$ cat src/rtl/riscv_mem_pkg.sv
// riscv_mem_pkg: funct3 codes, requester FSM states and byte/half lane helpers
package riscv_mem_pkg;
    localparam logic [2:0] F3_B  = 3'b000;
    localparam logic [2:0] F3_H  = 3'b001;
    localparam logic [2:0] F3_W  = 3'b010;
    localparam logic [2:0] F3_BU = 3'b100;
    localparam logic [2:0] F3_HU = 3'b101;

    typedef enum logic [2:0] {IDLE, RD_STB, RD_WAIT, MERGE, WR_STB, WR_WAIT, RESP} state_t;

    // Any funct3 that is neither byte nor half behaves as a word access
    function automatic logic is_b(input logic [2:0] f3);
        return f3[1:0] == 2'b00;
    endfunction

    function automatic logic is_h(input logic [2:0] f3);
        return f3[1:0] == 2'b01;
    endfunction

    function automatic logic misaligned(input logic [2:0] f3, input logic [1:0] a);
        return is_h(f3) ? a[0] : (!is_b(f3) && a != 2'b00);
    endfunction

    function automatic logic [31:0] lane_extract(input logic [2:0] f3, input logic [1:0] a,
                                                 input logic [31:0] w);
        logic [7:0] b;
        logic [15:0] h;
        b = w[{a, 3'b000} +: 8];
        h = a[1] ? w[31:16] : w[15:0];
        return is_b(f3) ? {{24{b[7] & ~f3[2]}}, b} :
               is_h(f3) ? {{16{h[15] & ~f3[2]}}, h} : w;
    endfunction

    // Only called for SB/SH; anything that is not a byte is a half merge
    function automatic logic [31:0] lane_merge(input logic [2:0] f3, input logic [1:0] a,
                                               input logic [31:0] w, input logic [15:0] d);
        logic [31:0] m;
        m = 32'h0000_00ff << {a, 3'b000};
        return is_b(f3) ? ((w & ~m) | ({24'b0, d[7:0]} << {a, 3'b000})) :
               a[1] ? {d, w[15:0]} : {w[31:16], d};
    endfunction
endpackage

$ cat src/rtl/cache_requester_if.sv
// cache_requester_if: load/store request/response handshake plus word-addressed cache port
interface cache_requester_if;
    logic        req_valid;
    logic        req_ready;
    logic        req_we;
    logic [2:0]  req_funct3;
    logic [31:0] req_addr;
    logic [31:0] req_wdata;
    logic        rsp_valid;
    logic [31:0] rsp_rdata;
    logic [31:0] c_addr;
    logic [31:0] c_din;
    logic        c_we;
    logic        c_rreq;
    logic [31:0] c_dout;
    logic        c_rdy;
`ifdef CACHE_REQUESTER_MISALIGN_EN
    logic        rsp_misalign;
`endif

    modport master (
`ifdef CACHE_REQUESTER_MISALIGN_EN
        output rsp_misalign,
`endif
        input  req_valid, req_we, req_funct3, req_addr, req_wdata, c_dout, c_rdy,
        output req_ready, rsp_valid, rsp_rdata, c_addr, c_din, c_we, c_rreq
    );

    modport slave (
`ifdef CACHE_REQUESTER_MISALIGN_EN
        input  rsp_misalign,
`endif
        output req_valid, req_we, req_funct3, req_addr, req_wdata, c_dout, c_rdy,
        input  req_ready, rsp_valid, rsp_rdata, c_addr, c_din, c_we, c_rreq
    );
endinterface

$ cat src/rtl/mem_lane_align.sv
// mem_lane_align: sub-word store merge and load extract/extend by funct3 and address lane
module mem_lane_align
    import riscv_mem_pkg::*;
(
    input  logic [2:0]  funct3,
    input  logic [1:0]  lane,
    input  logic [31:0] ld_word,
    input  logic [31:0] st_word,
    input  logic [15:0] wdata,
    output logic [31:0] ld_data,
    output logic [31:0] st_data
);
    assign ld_data = lane_extract(funct3, lane, ld_word);
    assign st_data = lane_merge(funct3, lane, st_word, wdata);
endmodule

$ cat src/rtl/cache_requester.sv
// cache_requester: byte-addressed RISC-V load/store front end for a word cache, RMW for SB/SH.
// CACHE_REQUESTER_MISALIGN_EN adds rsp_misalign and rejects misaligned H/W accesses without a strobe.
module cache_requester
    import riscv_mem_pkg::*;
#(
    parameter int STROBE_CYCLES = 2,
    parameter int ADDR_SHIFT    = 2
) (
    input logic clk,
    input logic rst,
    cache_requester_if.master bus
);
    state_t      state;
    logic [2:0]  f3;
    logic        we;
    logic [1:0]  lane;
    logic [15:0] wdata;
    logic [31:0] word;
    logic [7:0]  cnt;
    logic        skip;
    logic        done;
    logic        mis;
    logic [31:0] ld_data;
    logic [31:0] st_data;

    mem_lane_align u_align (
        .funct3 (f3),
        .lane   (lane),
        .ld_word(bus.c_dout),
        .st_word(word),
        .wdata  (wdata),
        .ld_data(ld_data),
        .st_data(st_data)
    );

    assign done = cnt == 8'(STROBE_CYCLES - 1);
`ifdef CACHE_REQUESTER_MISALIGN_EN
    assign mis = misaligned(bus.req_funct3, bus.req_addr[1:0]);
`else
    assign mis = 1'b0;
`endif

    always_ff @(posedge clk or posedge rst) begin
        if (rst) begin
            state         <= IDLE;
            f3            <= F3_W;
            we            <= 1'b0;
            lane          <= 2'b00;
            wdata         <= '0;
            word          <= '0;
            cnt           <= '0;
            skip          <= 1'b0;
            bus.req_ready <= 1'b1;
            bus.rsp_valid <= 1'b0;
            bus.rsp_rdata <= '0;
            bus.c_addr    <= '0;
            bus.c_din     <= '0;
            bus.c_we      <= 1'b0;
            bus.c_rreq    <= 1'b0;
`ifdef CACHE_REQUESTER_MISALIGN_EN
            bus.rsp_misalign <= 1'b0;
`endif
        end else begin
            case (state)
                IDLE: if (bus.req_valid) begin
                    f3            <= bus.req_funct3;
                    we            <= bus.req_we;
                    lane          <= bus.req_addr[1:0];
                    wdata         <= bus.req_wdata[15:0];
                    bus.c_addr    <= bus.req_addr >> ADDR_SHIFT;
                    bus.rsp_rdata <= '0;
                    bus.req_ready <= 1'b0;
                    cnt           <= '0;
`ifdef CACHE_REQUESTER_MISALIGN_EN
                    bus.rsp_misalign <= mis;
`endif
                    if (mis) begin
                        bus.rsp_valid <= 1'b1;
                        state         <= RESP;
                    end else if (bus.req_we && !is_b(bus.req_funct3) && !is_h(bus.req_funct3)) begin
                        bus.c_din <= bus.req_wdata;
                        bus.c_we  <= 1'b1;
                        state     <= WR_STB;
                    end else begin
                        bus.c_rreq <= 1'b1;
                        state      <= RD_STB;
                    end
                end
                RD_STB: begin
                    cnt <= cnt + 8'd1;
                    if (done) begin
                        bus.c_rreq <= 1'b0;
                        skip       <= 1'b1;
                        state      <= RD_WAIT;
                    end
                end
                // The first post-strobe cycle is skipped so a leftover RDY cannot complete us
                RD_WAIT: begin
                    skip <= 1'b0;
                    if (!skip && bus.c_rdy) begin
                        word <= bus.c_dout;
                        if (we) state <= MERGE;
                        else begin
                            bus.rsp_rdata <= ld_data;
                            bus.rsp_valid <= 1'b1;
                            state         <= RESP;
                        end
                    end
                end
                MERGE: begin
                    bus.c_din <= st_data;
                    bus.c_we  <= 1'b1;
                    cnt       <= '0;
                    state     <= WR_STB;
                end
                WR_STB: begin
                    cnt <= cnt + 8'd1;
                    if (done) begin
                        bus.c_we <= 1'b0;
                        skip     <= 1'b1;
                        state    <= WR_WAIT;
                    end
                end
                WR_WAIT: begin
                    skip <= 1'b0;
                    if (!skip && bus.c_rdy) begin
                        bus.rsp_valid <= 1'b1;
                        state         <= RESP;
                    end
                end
                RESP: begin
                    bus.rsp_valid <= 1'b0;
                    bus.req_ready <= 1'b1;
                    state         <= IDLE;
                end
                default: state <= IDLE;
            endcase
        end
    end
endmodule

$ cat src/flat_wrapper.sv
// flat-port wrapper written by rule: the top's interface ports become plain ports
module cache_requester_flat import riscv_mem_pkg::*;
#(
    parameter int STROBE_CYCLES = 2,
    parameter int ADDR_SHIFT    = 2
)
  (clk, rst, bus_req_valid, bus_req_we, bus_req_funct3, bus_req_addr, bus_req_wdata, bus_c_dout, bus_c_rdy, bus_req_ready, bus_rsp_valid, bus_rsp_rdata, bus_c_addr, bus_c_din, bus_c_we, bus_c_rreq);
  cache_requester_if bus_i ();
  input logic clk;
  input logic rst;
  input wire logic [$bits(bus_i.req_valid)-1:0] bus_req_valid;
  input wire logic [$bits(bus_i.req_we)-1:0] bus_req_we;
  input wire logic [$bits(bus_i.req_funct3)-1:0] bus_req_funct3;
  input wire logic [$bits(bus_i.req_addr)-1:0] bus_req_addr;
  input wire logic [$bits(bus_i.req_wdata)-1:0] bus_req_wdata;
  input wire logic [$bits(bus_i.c_dout)-1:0] bus_c_dout;
  input wire logic [$bits(bus_i.c_rdy)-1:0] bus_c_rdy;
  output wire logic [$bits(bus_i.req_ready)-1:0] bus_req_ready;
  output wire logic [$bits(bus_i.rsp_valid)-1:0] bus_rsp_valid;
  output wire logic [$bits(bus_i.rsp_rdata)-1:0] bus_rsp_rdata;
  output wire logic [$bits(bus_i.c_addr)-1:0] bus_c_addr;
  output wire logic [$bits(bus_i.c_din)-1:0] bus_c_din;
  output wire logic [$bits(bus_i.c_we)-1:0] bus_c_we;
  output wire logic [$bits(bus_i.c_rreq)-1:0] bus_c_rreq;
  assign bus_i.req_valid = bus_req_valid;
  assign bus_i.req_we = bus_req_we;
  assign bus_i.req_funct3 = bus_req_funct3;
  assign bus_i.req_addr = bus_req_addr;
  assign bus_i.req_wdata = bus_req_wdata;
  assign bus_i.c_dout = bus_c_dout;
  assign bus_i.c_rdy = bus_c_rdy;
  assign bus_req_ready = bus_i.req_ready;
  assign bus_rsp_valid = bus_i.rsp_valid;
  assign bus_rsp_rdata = bus_i.rsp_rdata;
  assign bus_c_addr = bus_i.c_addr;
  assign bus_c_din = bus_i.c_din;
  assign bus_c_we = bus_i.c_we;
  assign bus_c_rreq = bus_i.c_rreq;
  cache_requester #(.STROBE_CYCLES(STROBE_CYCLES), .ADDR_SHIFT(ADDR_SHIFT)) u_core (.clk(clk), .rst(rst), .bus(bus_i));
endmodule
$ cat config.mk
export PLATFORM = sky130hd
export DESIGN_NAME = cache_requester_flat
export DESIGN_NICKNAME = d
export VERILOG_FILES = /design/src/rtl/riscv_mem_pkg.sv /design/src/rtl/cache_requester_if.sv /design/src/rtl/mem_lane_align.sv /design/src/rtl/cache_requester.sv /design/src/flat_wrapper.sv
export SDC_FILE = /design/constraint.sdc
export NUM_CORES = 1
export LEC_CHECK = 0
export CAP_MARGIN = 20
export CORE_ASPECT_RATIO = 0.5
export CORE_UTILIZATION = 40
export DETAILED_ROUTE_END_ITERATION = 8
export PLACE_DENSITY = 0.7
export SLEW_MARGIN = 20
export SYNTH_ARGS = -nofsm -noshare
export SYNTH_HDL_FRONTEND = slang
export SYNTH_HIERARCHICAL = 1
export SYNTH_SLANG_ARGS = --single-unit
export TNS_END_PERCENT = 1
$ cat constraint.sdc
create_clock -name clk -period 12.6 [get_ports clk]
set_clock_uncertainty 0.15 [all_clocks]
set_input_delay 3.78 -clock clk [delete_from_list [all_inputs] [get_ports clk]]
set_output_delay 3.78 -clock clk [all_outputs]
set_load 0.05 [all_outputs]
=== Word level (Yosys, flattened, before mapping) ===
Index checks and enable logic that the tools add are counted.

* Div/mod/pow operators: 0
* Shift operators: 3
* $lt $le $gt $ge: 0
* Reduce and logical (&&, ||, !) cells: 30
* Multiply operators: 0
* Add/subtract/negate cells: 1
* Bitwise logic cells: 6
* Mux-type cells: 37
* Equality and inequality tests: 18

{| class="wikitable"
|+ Operators with widths
! cell !! number
|-
| 2-to-1 mux 32 bit || 9
|-
| one-hot mux 32 bit (2 select lines) || 2
|-
| AND 32 bit || 1
|-
| NOT 32 bit || 1
|-
| bitwise OR 32 bit || 1
|-
| indexed part select 32 x 6 -> 8 bit || 1
|-
| << shifter 8 x 5 -> 32 bit || 1
|-
| << shifter 8 x 5 -> 32 bit, first input constant || 1
|-
| one-hot mux 8 bit (3 select lines) || 1
|-
| 2-to-1 mux 3 bit || 7
|-
| one-hot mux 3 bit (6 select lines) || 1
|-
| 2-to-1 mux 16 bit || 1
|-
| AND reduction 4 bit || 4
|-
| inequality test 2 x 1 -> 1 bit, second input constant || 6
|-
| 2-to-1 mux 1 bit || 10
|-
| AND reduction 2 bit || 5
|-
| nonzero test 2 bit || 5
|-
| == test 3 bit, second input constant || 3
|-
| nonzero test 3 bit || 3
|-
| adder 8 x 1 -> 8 bit, second input constant || 1
|-
| == test 8 x 1 -> 1 bit, second input constant || 1
|-
| 2-to-1 mux 8 bit || 1
|-
| == test 3 x 2 -> 1 bit, second input constant || 2
|-
| inequality test 2 bit, second input constant || 3
|-
| 13 further kinds || 24
|}

* Bits in latches: 0
* Memories kept: 0
* Word-level logic and storage cells: 110
* ROM bits: 0
* Flip-flop bits (word level): 164
* Output and inout bits: 100
* Bits in writable memories: 0

=== Logic depth before layout (Yosys ltp) ===
Gate-level depths: netlist of run 1.

* Word-level depth: 7
* Depth in mapped cells: 8
* Gate-level depth less buffers: 6

=== By module ===
The synthesis of run 1 kept the hierarchy.

{| class="wikitable"
|+ Modules (own cells, without submodules)
! module !! cells each !! times used !! seq. area each (sq um) !! area an instance (sq um)
|-
| cache_requester || 515 || 1 || 4106.4 || 6746.5
|-
| mem_lane_align || 186 || 1 || 0.0 || 1104.8
|}

=== Worst setup path after synthesis of run 1 ===
No wires, ideal clock.

* Path kind: input-to-reg
* Start point: input port bus_req_valid
* End point: register u_core.bus.c_din[0]
* Data arrival time: 4.812 ns
* Path buffers: 2
* Setup slack: 7.512 ns
* Stages: 5
* Required time: 12.324 ns
* Library setup time: 0.126 ns
* Cells stage by stage: or3b_1 -> o31ai_2 -> buf_4 -> buf_2 -> a21oi_1

* Word-level cells in the longest chain between the ends: 2

{| class="wikitable"
|+ Ends and longest elaborated chain
! what !! RTL line !! text
|-
| start: declaration || flat_wrapper.sv:11 || <nowiki>input wire logic [$bits(bus_i.req_valid)-1:0] bus_req_valid;</nowiki>
|-
| inequality test 2 bit (no source line) || n/a ||
|-
| AND reduction 3 bit (no source line) || n/a ||
|-
| end signal: assignment || cache_requester.sv:81 || <nowiki>bus.c_din <= bus.req_wdata;</nowiki>
|-
| end signal: assignment || cache_requester.sv:111 || <nowiki>bus.c_din <= st_data;</nowiki>
|-
| end: declaration || cache_requester_if.sv:26 || <nowiki>output req_ready, rsp_valid, rsp_rdata, c_addr, c_din, c_we, c_rreq</nowiki>
|}

No other way between the ends.
A chain may end at the register's enable or synchronous reset.

=== Worst setup path in the final report of run 1 ===
* Start point: register u_core.bus.req_ready
* End point: output port bus_req_ready

{| class="wikitable"
|+ RTL lines
! what !! RTL line !! text
|-
| start: declaration || cache_requester_if.sv:26 ||
|-
| start signal: assignment || cache_requester.sv:53 || <nowiki>bus.req_ready <= 1'b1;</nowiki>
|-
| start signal: assignment || cache_requester.sv:72 || <nowiki>bus.req_ready <= 1'b0;</nowiki>
|-
| start signal: assignment || cache_requester.sv:133 || <nowiki>bus.req_ready <= 1'b1;</nowiki>
|-
| end: declaration || flat_wrapper.sv:18 || <nowiki>output wire logic [$bits(bus_i.req_ready)-1:0] bus_req_ready;</nowiki>
|}

No word-level cell between the ends.

==> results.json, run 1 <==
{
  "run_status": "finished, final reports clean",
  "placeableCoreArea_um2": 18800,
  "post-cts-setup-buffers": 0,
  "worstSetupPathType": "reg -> out",
  "crit_start_category": "register",
  "post_synth_instance_area_um2": 7850,
  "number_of_enable_flip_flop_cells_after_synthesis": 0,
  "cts_root_buf": "sky130_fd_sc_hd__clkbuf_16",
  "floorplan.initialDensity_pct": 41.8,
  "number_of_h_tree_levels": 4,
  "route.detailed.vias_per_inst": 5.33,
  "synthesis.area_per_instance_um2": 11.2,
  "io_buffer_count": 201,
  "worst_path_dominant_cell_family": "buffers and inverters",
  "drcViolationCount": 0,
  "grt_antenna_before_repair": 0,
  "clock_latency_ns": 0.43,
  "layout_commonest_cell": "sky130_fd_sc_hd__clkdlybuf4s50_1",
  "setup_total_negative_slack_ns": 0,
  "clkSinkCount": 164,
  "reg_to_reg_start": "u_core/f3[1]",
  "dp.final_hpwl_um": 16000,
  "timing.final.ws_setup_ns": 6.90,
  "globalplace.congestion": 0.880,
  "path_max_fanout": 3,
  "ys_types": 61,
  "cts-resized-gates": 0,
  "final-setup-viol-count": 0,
  "grt_setup_unrepaired": "false",
  "dpl_worst_slack_ns": 6.56,
  "worst_ep_required_time_ns": 8.67,
  "routedWlPerCell_um": 19.4,
  "end_kind": "primary output",
  "clock_tree.buffer_depth": 2,
  "die_y_um": 101,
  "tritoncts": "built",
  "area_growth_pct": 35.5,
  "cts.hold.buffers_added": 0,
  "grt_first_pass_wirelength_um": 35100,
  "maxSlewViolCount": 0,
  "total_leakage_power_nw": 4.66,
  "largest_net_degree_at_the_start_of_global_routing": 110,
  "drt-pass1-iter-count": 6,
  "post_layout_nonfiller_instances": 1154,
  "min_from": "u_core/bus.req_ready",
  "grt.overflow.total": 0,
  "design.die.area_um2": 20200,
  "post-route-min-period_ns": 5.70,
  "route.vias.total": 6146,
  "relSlewSlack_pct": 47.4,
  "antenna_violating_nets_post_route": 0,
  "powerDensity_nw_per_um2": 293,
  "crit_buf_inv": 1,
  "dp.cells": 1121,
  "boundaryPins": 204,
  "max_stage_delay_on_crit_path_ns": 0.80,
  "finalHoldViolations": 0,
  "layout_common_cells": "201 x sky130_fd_sc_hd__clkdlybuf4s50_1, 162 x sky130_fd_sc_hd__dfrtp_1, 84 x sky130_fd_sc_hd__mux2_2",
  "synth_async_sr_flop_share_pct": 100,
  "slowest_stage": "sky130_fd_sc_hd__clkdlybuf4s50_1",
  "gr-usage-all-layers_pct": 22.7,
  "crit_path_cell_trace": "clkdlybuf4s50_1",
  "power.ir.vdd_worst_v": 0.000125,
  "via_count_of_the_first_global_routing_pass": 6089,
  "fp.dieW_um": 200,
  "final_layout_size_suffix_gt1_share_pct": 15.5,
  "antennaDiodeCount": 0,
  "floorplan.rows": 35,
  "synth.yosys.warnings": 6,
  "worst_pin_slew_ns": 0.788,
  "dominantRegCellSynth": "sky130_fd_sc_hd__dfrtp_1",
  "maxCapViolations": 0,
  "initialDrtViolationCount": 441,
  "worst-endpoint-arrival_ns": 1.77,
  "worst_setup_path_startpoint": "u_core/bus.req_ready",
  "cts.clk_slew.worst_paths_ns": 0.06,
  "fmax_ghz": 0.176,
  "finalWirelength_um": 22400,
  "synth.yosys.seq_area_share_pct": 52.3,
  "cts_inserted_buffers": 17,
  "hold_path_class": "reg -> reg",
  "flops_latches_synth": 164,
  "synthCells": 701,
  "finalCritPeriodShare_pct": 45.2,
  "layout.nets": 988
}
tightest hold or removal path, stage by stage, from the launching register on:
cell and delay (ns):
sky130_fd_sc_hd__dfstp_2 0.38, sky130_fd_sc_hd__inv_1 0.04, sky130_fd_sc_hd__a21oi_1 0.05
report_power, final:
part	internal, mW	leakage, nW	switching (mW)	total (mW)
clock	0.299	0.283	0.232	0.531
sequential	0.769	2.00	0.221	0.990
combinational	0.617	2.37	0.977	1.59
flip-flops by register name (all words and copies together) (netlist names), 2 cells and up:
register,count
u_core/bus.c_addr,30
u_core/bus.c_din,32
u_core/bus.rsp_rdata,32
u_core/cnt,8
u_core/f3,3
u_core/lane,2
u_core/state,3
u_core/wdata,16
u_core/word,32
path summary, 6_finish.rpt:
check	end	slack (ns)	cells after the start
min	u_core/bus.req_ready	0.32	2
min in group asynchronous	u_core/bus.c_addr[29]	3.51	2
max in group asynchronous	u_core/bus.c_addr[1]	7.30	4
max	bus_req_ready	6.90	1
max reg2reg	u_core/bus.c_din[30]	9.88	6
min reg2reg	u_core/bus.req_ready	0.32	2
synth_stat cells, drive strengths merged, types with 3 or more instances:
| cell | number | area [um^2] |
|---|---|---|
| inv | 14 | 52.6 |
| o21ai | 27 | 139 |
| clkbuf | 11 | 41.3 |
| a31oi | 14 | 87.6 |
| nor2 | 50 | 206 |
| mux2 | 106 | 1190 |
| nor3 | 7 | 46.3 |
| a22o | 32 | 280 |
| a22oi | 11 | 82.6 |
| o31ai | 5 | 42.5 |
| buf | 37 | 215 |
| o22ai | 8 | 50.1 |
| a21oi | 47 | 235 |
| nand3 | 6 | 30.0 |
| mux2i | 35 | 350 |
| nand2b | 6 | 37.5 |
| dfrtp | 162 | 4050 |
| nor4 | 3 | 25.0 |
| or3 | 4 | 25.0 |
| nand2 | 76 | 288 |
| o21a | 3 | 23.8 |
| nor2b | 6 | 37.5 |
final cells by class:
class,count,area [um^2]
clock inverter,14,166
clock buffer,18,429
fill,1583,8150
sequential,164,4110
timing repair buffer,209,2090
inverter,14,57.6
tap,259,324
multi-input combinational,476,3470
kinds of logic after synthesis:
kind of cell	Yosys count	share of synthesized area (%)
AO/OA/AOI/OAI	158	13.2
XOR/XNOR	1	0.112
adder cells (fa/ha/maj)	2	0.319
buffers and inverters	62	3.94
flip-flops	164	52.3
multiplexers	142	20.0
other	1	0.0478
AND/OR/NAND/NOR	171	10.1
metrics by stage:
stage	area [um^2]	utilization (%)	hold WS, ns	power, mW
2_1_floorplan	7860	-	0.322	2.06
3_3_place_gp	10000	53.3	0.307	2.55
3_5_place_dp	10000	53.3	0.319	2.57
4_1_cts	10600	56.5	0.329	3.12
5_1_grt	10600	56.6	0.340	3.27
6_report	10600	56.6	0.323	3.11
routing by layer:
layer	share of wire, %	vias to the layer above	wire length (um)	GRT usage [%]
met5	0	-	0	0
met1	49	3048	11000	33.2
li1	-	2886	-	-
met3	4.6	26	1020	4.36
met4	1.6	0	361	7.10
met2	45	186	10000	33.9
No activity file was read; power rests on OpenSTA's default activity.
==> run 2, diff against run 1 <==
--- a/config.mk
+++ b/config.mk
@@ -9,7 +9,7 @@
 export CORE_ASPECT_RATIO = 0.5
 export CORE_UTILIZATION = 40
 export DETAILED_ROUTE_END_ITERATION = 8
-export PLACE_DENSITY = 0.7
+export PLACE_DENSITY = 0.72
 export SLEW_MARGIN = 20
 export SYNTH_ARGS = -nofsm -noshare
 export SYNTH_HDL_FRONTEND = slang
==> constraint.sdc (replaced) <==
create_clock -name clk -period 4.7 [get_ports clk]
set_clock_uncertainty 0.15 [all_clocks]
set_input_delay 1.41 -clock clk [delete_from_list [all_inputs] [get_ports clk]]
set_output_delay 1.41 -clock clk [all_outputs]
set_load 0.05 [all_outputs]
==> results.json, run 2 (same netlist as run 1, synthesis figures left out) <==
{
  "crit_start_category": "register",
  "final-setup-viol-count": 0,
  "cts.hold.buffers_added": 0,
  "dp.cells": 1127,
  "area_growth_pct": 35.5,
  "worst_setup_path_startpoint": "u_core/bus.req_ready",
  "setup_total_negative_slack_ns": 0,
  "clock_power_share_pct": 16.0,
  "tritoncts": "built",
  "clock_tree.buffer_depth": 2,
  "worst_pin_slew_ns": 0.794,
  "layout_commonest_cell": "sky130_fd_sc_hd__clkdlybuf4s50_1",
  "run_status": "finished, final reports clean",
  "clock_latency_ns": 0.42,
  "layout.nets": 993,
  "dp.final_hpwl_um": 16900,
  "hold_path_class": "reg -> reg",
  "antennaDiodeCount": 0,
  "antenna_violating_nets_post_route": 0,
  "p_sw_mw": 3.87,
  "cts_root_buf": "sky130_fd_sc_hd__clkbuf_16",
  "relSlewSlack_pct": 47.1,
  "end_kind": "primary output",
  "initialDrtViolationCount": 509,
  "die_y_um": 101,
  "cts.clk_slew.worst_paths_ns": 0.07,
  "maxSlewViolCount": 0,
  "fmax_ghz": 0.299,
  "power.ir.vdd_worst_v": 0.000346,
  "design.die.area_um2": 20200,
  "crit_buf_inv": 1,
  "fp.dieW_um": 200,
  "floorplan.rows": 35,
  "cts-resized-gates": 0,
  "reg_top3": "u_core/bus.c_din: 32 flops, u_core/bus.rsp_rdata: 32 flops, u_core/word: 32 flops",
  "grt_first_pass_wirelength_um": 36200,
  "max_stage_delay_on_crit_path_ns": 0.81,
  "maxCapViolations": 0,
  "clkSinkCount": 164,
  "route.vias.total": 6234,
  "layout_common_cells": "201 x sky130_fd_sc_hd__clkdlybuf4s50_1, 162 x sky130_fd_sc_hd__dfrtp_1, 84 x sky130_fd_sc_hd__mux2_2",
  "routedWlPerCell_um": 20.1,
  "post-route-min-period_ns": 3.35,
  "boundaryPins": 204,
  "io_buffer_count": 201,
  "route.detailed.vias_per_inst": 5.38,
  "largest_net_degree_at_the_start_of_global_routing": 66,
  "drt-pass1-iter-count": 5,
  "finalWirelength_um": 23300,
  "globalplace.congestion": 0.866,
  "grt_setup_unrepaired": "false",
  "grt_antenna_before_repair": 0,
  "switching_share_pct": 46.6,
  "top_signal_layer_used": "met4",
  "path_max_fanout": 3,
  "final_layout_size_suffix_gt1_share_pct": 16.1,
  "gr-usage-all-layers_pct": 23.5,
  "met2_routed_wirelength_um": 11000,
  "worstSetupPathType": "reg -> out",
  "finalHoldViolations": 0,
  "worst_path_dominant_cell_family": "buffers and inverters",
  "grt.overflow.total": 0,
  "cts_inserted_buffers": 17,
  "met1_length_um": 10700,
  "dr_wl_met3_um": 1270,
  "placeableCoreArea_um2": 18800,
  "total_leakage_power_nw": 4.67,
  "p_int_mw": 4.43,
  "via_count_of_the_first_global_routing_pass": 6248,
  "floorplan.initialDensity_pct": 41.8,
  "min_from": "u_core/bus.req_ready",
  "worst_ep_required_time_ns": 3.14,
  "worst-endpoint-arrival_ns": 1.79,
  "powerDensity_nw_per_um2": 779,
  "finalCritPeriodShare_pct": 71.2,
  "slowest_stage": "sky130_fd_sc_hd__clkdlybuf4s50_1",
  "number_of_h_tree_levels": 4,
  "combPwrFrac_pct": 52.0,
  "drcViolationCount": 0,
  "crit_path_cell_trace": "clkdlybuf4s50_1",
  "power_frac_seq_pct": 32.0,
  "reg_to_reg_start": "u_core/f3[1]",
  "post-cts-setup-buffers": 0,
  "post_layout_nonfiller_instances": 1159
}
run 2: changes by cell type in the layout (fill, tap and decap cells not counted), moves of 2 or more:
cell	change
sky130_fd_sc_hd__clkinv_4	+4
sky130_fd_sc_hd__buf_12	+2
sky130_fd_sc_hd__bufinv_16	-2
sky130_fd_sc_hd__buf_4	+4
sky130_fd_sc_hd__inv_8	-2
run 2: through the flow:
stage	utilization [%]	power, mW	hold WS [ns]	worst slack (ns)	instance area [um^2]
2_1_floorplan	-	5.51	0.322	1.06	7860
3_3_place_gp	53.7	6.84	0.325	1.14	10100
3_5_place_dp	53.7	6.93	0.329	1.06	10100
4_1_cts	56.6	8.30	0.340	1.34	10600
5_1_grt	56.6	8.71	0.364	1.32	10600
6_report	56.6	8.29	0.339	1.35	10600
run 2: tightest hold or removal path, cell delays in order (launching register included):
cell                      delay (ns)
sky130_fd_sc_hd__dfstp_2        0.39
sky130_fd_sc_hd__inv_1          0.05
sky130_fd_sc_hd__a21oi_1        0.05
run 2: worst paths after layout:
| check | end | slack (ns) | depth (start not counted) |
|---|---|---|---|
| min in group asynchronous | u_core/bus.c_din[27] | 1.31 | 2 |
| setup / recovery | bus_req_ready | 1.35 | 1 |
| hold reg to reg | u_core/bus.req_ready | 0.34 | 2 |
| hold / removal | u_core/bus.req_ready | 0.34 | 2 |
| setup reg to reg | u_core/bus.c_din[9] | 2.07 | 6 |
| max in group asynchronous | u_core/bus.rsp_rdata[17] | 2.25 | 3 |
run 2: power by group through the flow:
stage	combinational, mW	sequential (mW)	clock [mW]
5_1_grt	4.55	2.75	1.41
6_report	4.31	2.66	1.33
2_1_floorplan	1.81	3.70	0
3_3_place_gp	4.20	2.63	0
3_5_place_dp	4.27	2.66	0
4_1_cts	4.30	2.65	1.35
run 2: routing by layer:
metal	global-route usage [%]	up-vias
met5	0	-
met4	5.98	0
met3	5.11	21
met2	36.8	187
met1	33.2	3137
li1	-	2889
run 2: area by class of cell:
cell class / count / area, um^2
tap: 259 / 324
inverter: 14 / 56.3
timing repair buffer: 214 / 2130
clock inverter: 14 / 118
clock buffer: 18 / 439
sequential: 164 / 4110
multi-input combinational: 476 / 3460
fill: 1574 / 8150
==> run 3, diff against run 2 <==
--- a/config.mk
+++ b/config.mk
@@ -9,7 +9,7 @@
 export CORE_ASPECT_RATIO = 0.5
 export CORE_UTILIZATION = 40
 export DETAILED_ROUTE_END_ITERATION = 8
-export PLACE_DENSITY = 0.72
+export PLACE_DENSITY = 0.7
 export SLEW_MARGIN = 20
 export SYNTH_ARGS = -nofsm -noshare
 export SYNTH_HDL_FRONTEND = slang
==> constraint.sdc (replaced) <==
create_clock -name clk -period 3.1 [get_ports clk]
set_clock_uncertainty 0.15 [all_clocks]
set_input_delay 0.93 -clock clk [delete_from_list [all_inputs] [get_ports clk]]
set_output_delay 0.93 -clock clk [all_outputs]
set_load 0.05 [all_outputs]
==> results.json, run 3 (same netlist as run 1, synthesis figures left out) <==
{
  "globalplace.congestion": 0.850,
  "worst-endpoint-arrival_ns": 1.78,
  "grt_first_pass_wirelength_um": 36200,
  "min_from": "u_core/bus.req_ready",
  "floorplan.rows": 35,
  "maxCapViolations": 0,
  "post-route-min-period_ns": 2.86,
  "switching_share_pct": 45.3,
  "powerDensity_nw_per_um2": 1190,
  "route.detailed.vias_per_inst": 5.36,
  "hold_path_class": "reg -> reg",
  "relSlewSlack_pct": 52.1,
  "drcViolationCount": 0,
  "io_buffer_count": 201,
  "antennaDiodeCount": 0,
  "worstRegToRegCells": 6,
  "layout.nets": 1006,
  "reg_to_reg_start": "u_core/f3[0]",
  "floorplan.initialDensity_pct": 41.8,
  "finalCritPeriodShare_pct": 92.2,
  "grt_antenna_before_repair": 0,
  "dp.final_hpwl_um": 16900,
  "grt.overflow.total": 0,
  "p_sw_mw": 5.82,
  "cts.clk_slew.worst_paths_ns": 0.06,
  "fmax_ghz": 0.350,
  "initialDrtViolationCount": 498,
  "reg_top3": "u_core/bus.c_din: 32 flops, u_core/bus.rsp_rdata: 32 flops, u_core/word: 32 flops",
  "final_layout_size_suffix_gt1_share_pct": 17.3,
  "slowest_stage": "sky130_fd_sc_hd__clkdlybuf4s50_1",
  "boundaryPins": 204,
  "tritoncts": "built",
  "path_max_fanout": 3,
  "crit_path_cell_trace": "clkdlybuf4s50_1",
  "crit_buf_inv": 1,
  "clock_power_share_pct": 17.2,
  "post-cts-setup-buffers": 0,
  "layout_common_cells": "201 x sky130_fd_sc_hd__clkdlybuf4s50_1, 162 x sky130_fd_sc_hd__dfrtp_1, 84 x sky130_fd_sc_hd__mux2_2",
  "rrSetupSlack_ns": 0.84,
  "finalWirelength_um": 23100,
  "end_kind": "primary output",
  "maxSlewViolCount": 0,
  "placeableCoreArea_um2": 18800,
  "route.vias.total": 6285,
  "fin_area_um2": 10800,
  "power_frac_seq_pct": 30.4,
  "final-setup-viol-count": 0,
  "hold-path-cell-count": 2,
  "crit_start_category": "register",
  "cts_root_buf": "sky130_fd_sc_hd__clkbuf_16",
  "worst_pin_slew_ns": 0.719,
  "worst_ep_required_time_ns": 2.02,
  "antenna_violating_nets_post_route": 0,
  "die_y_um": 101,
  "clock_tree.buffer_depth": 2,
  "gr-usage-all-layers_pct": 23.4,
  "filler_cell_count": 1610,
  "cts.hold.buffers_added": 0,
  "drt-pass1-iter-count": 5,
  "area_growth_pct": 38.0,
  "clkSinkCount": 164,
  "finalHoldViolations": 0,
  "grt_setup_unrepaired": "false",
  "whs_endpoint": "u_core/bus.req_ready",
  "via_count_of_the_first_global_routing_pass": 6337,
  "routedWlPerCell_um": 19.7,
  "cts_inserted_buffers": 17,
  "fp.dieW_um": 200,
  "layout_commonest_cell": "sky130_fd_sc_hd__clkdlybuf4s50_1",
  "clock_latency_ns": 0.43,
  "total_leakage_power_nw": 4.76,
  "placed_area_um2": 10200,
  "max_stage_delay_on_crit_path_ns": 0.81,
  "number_of_h_tree_levels": 4,
  "run_status": "finished, final reports clean",
  "combPwrFrac_pct": 52.4,
  "largest_net_degree_at_the_start_of_global_routing": 66,
  "design.die.area_um2": 20200,
  "worstSetupPathType": "reg -> out",
  "power.ir.vdd_worst_v": 0.000490,
  "p_int_mw": 7.02,
  "r2r-end": "u_core/bus.c_din[10]",
  "cts-resized-gates": 0,
  "final_hold_slack_ns": 0.325,
  "worst_path_dominant_cell_family": "buffers and inverters"
}
run 3: cell count changes in the layout (fill, tap and decap cells not counted):
cell	before	now
sky130_fd_sc_hd__buf_4	11	21
sky130_fd_sc_hd__clkinvlp_4	2	4
sky130_fd_sc_hd__buf_12	2	5
sky130_fd_sc_hd__clkinv_2	1	2
sky130_fd_sc_hd__inv_6	6	4
sky130_fd_sc_hd__bufinv_16	0	3
sky130_fd_sc_hd__clkinv_4	6	2
run 3: per-layer routing:
| metal | global-route usage (%) | vias to the layer above | wire [um] |
|---|---|---|---|
| met5 | 0 | - | 0 |
| met4 | 8.52 | 0 | 444 |
| met3 | 4.46 | 32 | 1310 |
| met2 | 34.7 | 213 | 10300 |
| met1 | 34.1 | 3133 | 11000 |
| li1 | - | 2907 | - |
run 3: stage by stage:
step | total power [mW] | std cells | utilization, % | setup WS (ns) | setup TNS, ns
2_1_floorplan | 8.36 | 702 | - | -0.0632 | -10.23
3_3_place_gp | 10.5 | 1140 | 54.4 | 0.187 | 0
3_5_place_dp | 10.6 | 1140 | 54.4 | 0.128 | 0
4_1_cts | 12.9 | 1172 | 57.7 | 0.216 | 0
5_1_grt | 13.5 | 1172 | 57.7 | 0.206 | 0
6_report | 12.8 | 1172 | 57.7 | 0.242 | 0
run 3: final cells by class:
| class | count | area [um^2] | area share, % |
|---|---|---|---|
| tap | 259 | 324 | 2.99 |
| multi-input combinational | 476 | 3460 | 32.0 |
| clock buffer | 18 | 439 | 4.05 |
| inverter | 14 | 56.3 | 0.520 |
| sequential | 164 | 4110 | 37.9 |
| clock inverter | 14 | 175 | 1.62 |
| timing repair buffer | 227 | 2270 | 21.0 |
run 3: how the worst max path moves through the flow:
stage                              start                   end  slack (ns)  depth (start not counted)
finish              u_core/bus.req_ready         bus_req_ready        0.24                          1
detailed placement         bus_req_valid  u_core/bus.c_din[11]        0.13                          6
CTS                 u_core/bus.req_ready         bus_req_ready        0.22                          1
global placement           bus_req_valid  u_core/bus.c_din[22]        0.19                          6
global route        u_core/bus.req_ready         bus_req_ready        0.21                          1
floorplan                            rst  u_core/bus.c_addr[0]       -0.06                          1
run 3: power groups by stage:
stage	registers, mW	clock network, mW	logic [mW]
2_1_floorplan	5.61	0	2.75
3_3_place_gp	3.87	0	6.61
3_5_place_dp	3.90	0	6.70
4_1_cts	3.88	2.25	6.73
5_1_grt	4.01	2.35	7.14
6_report	3.90	2.21	6.74
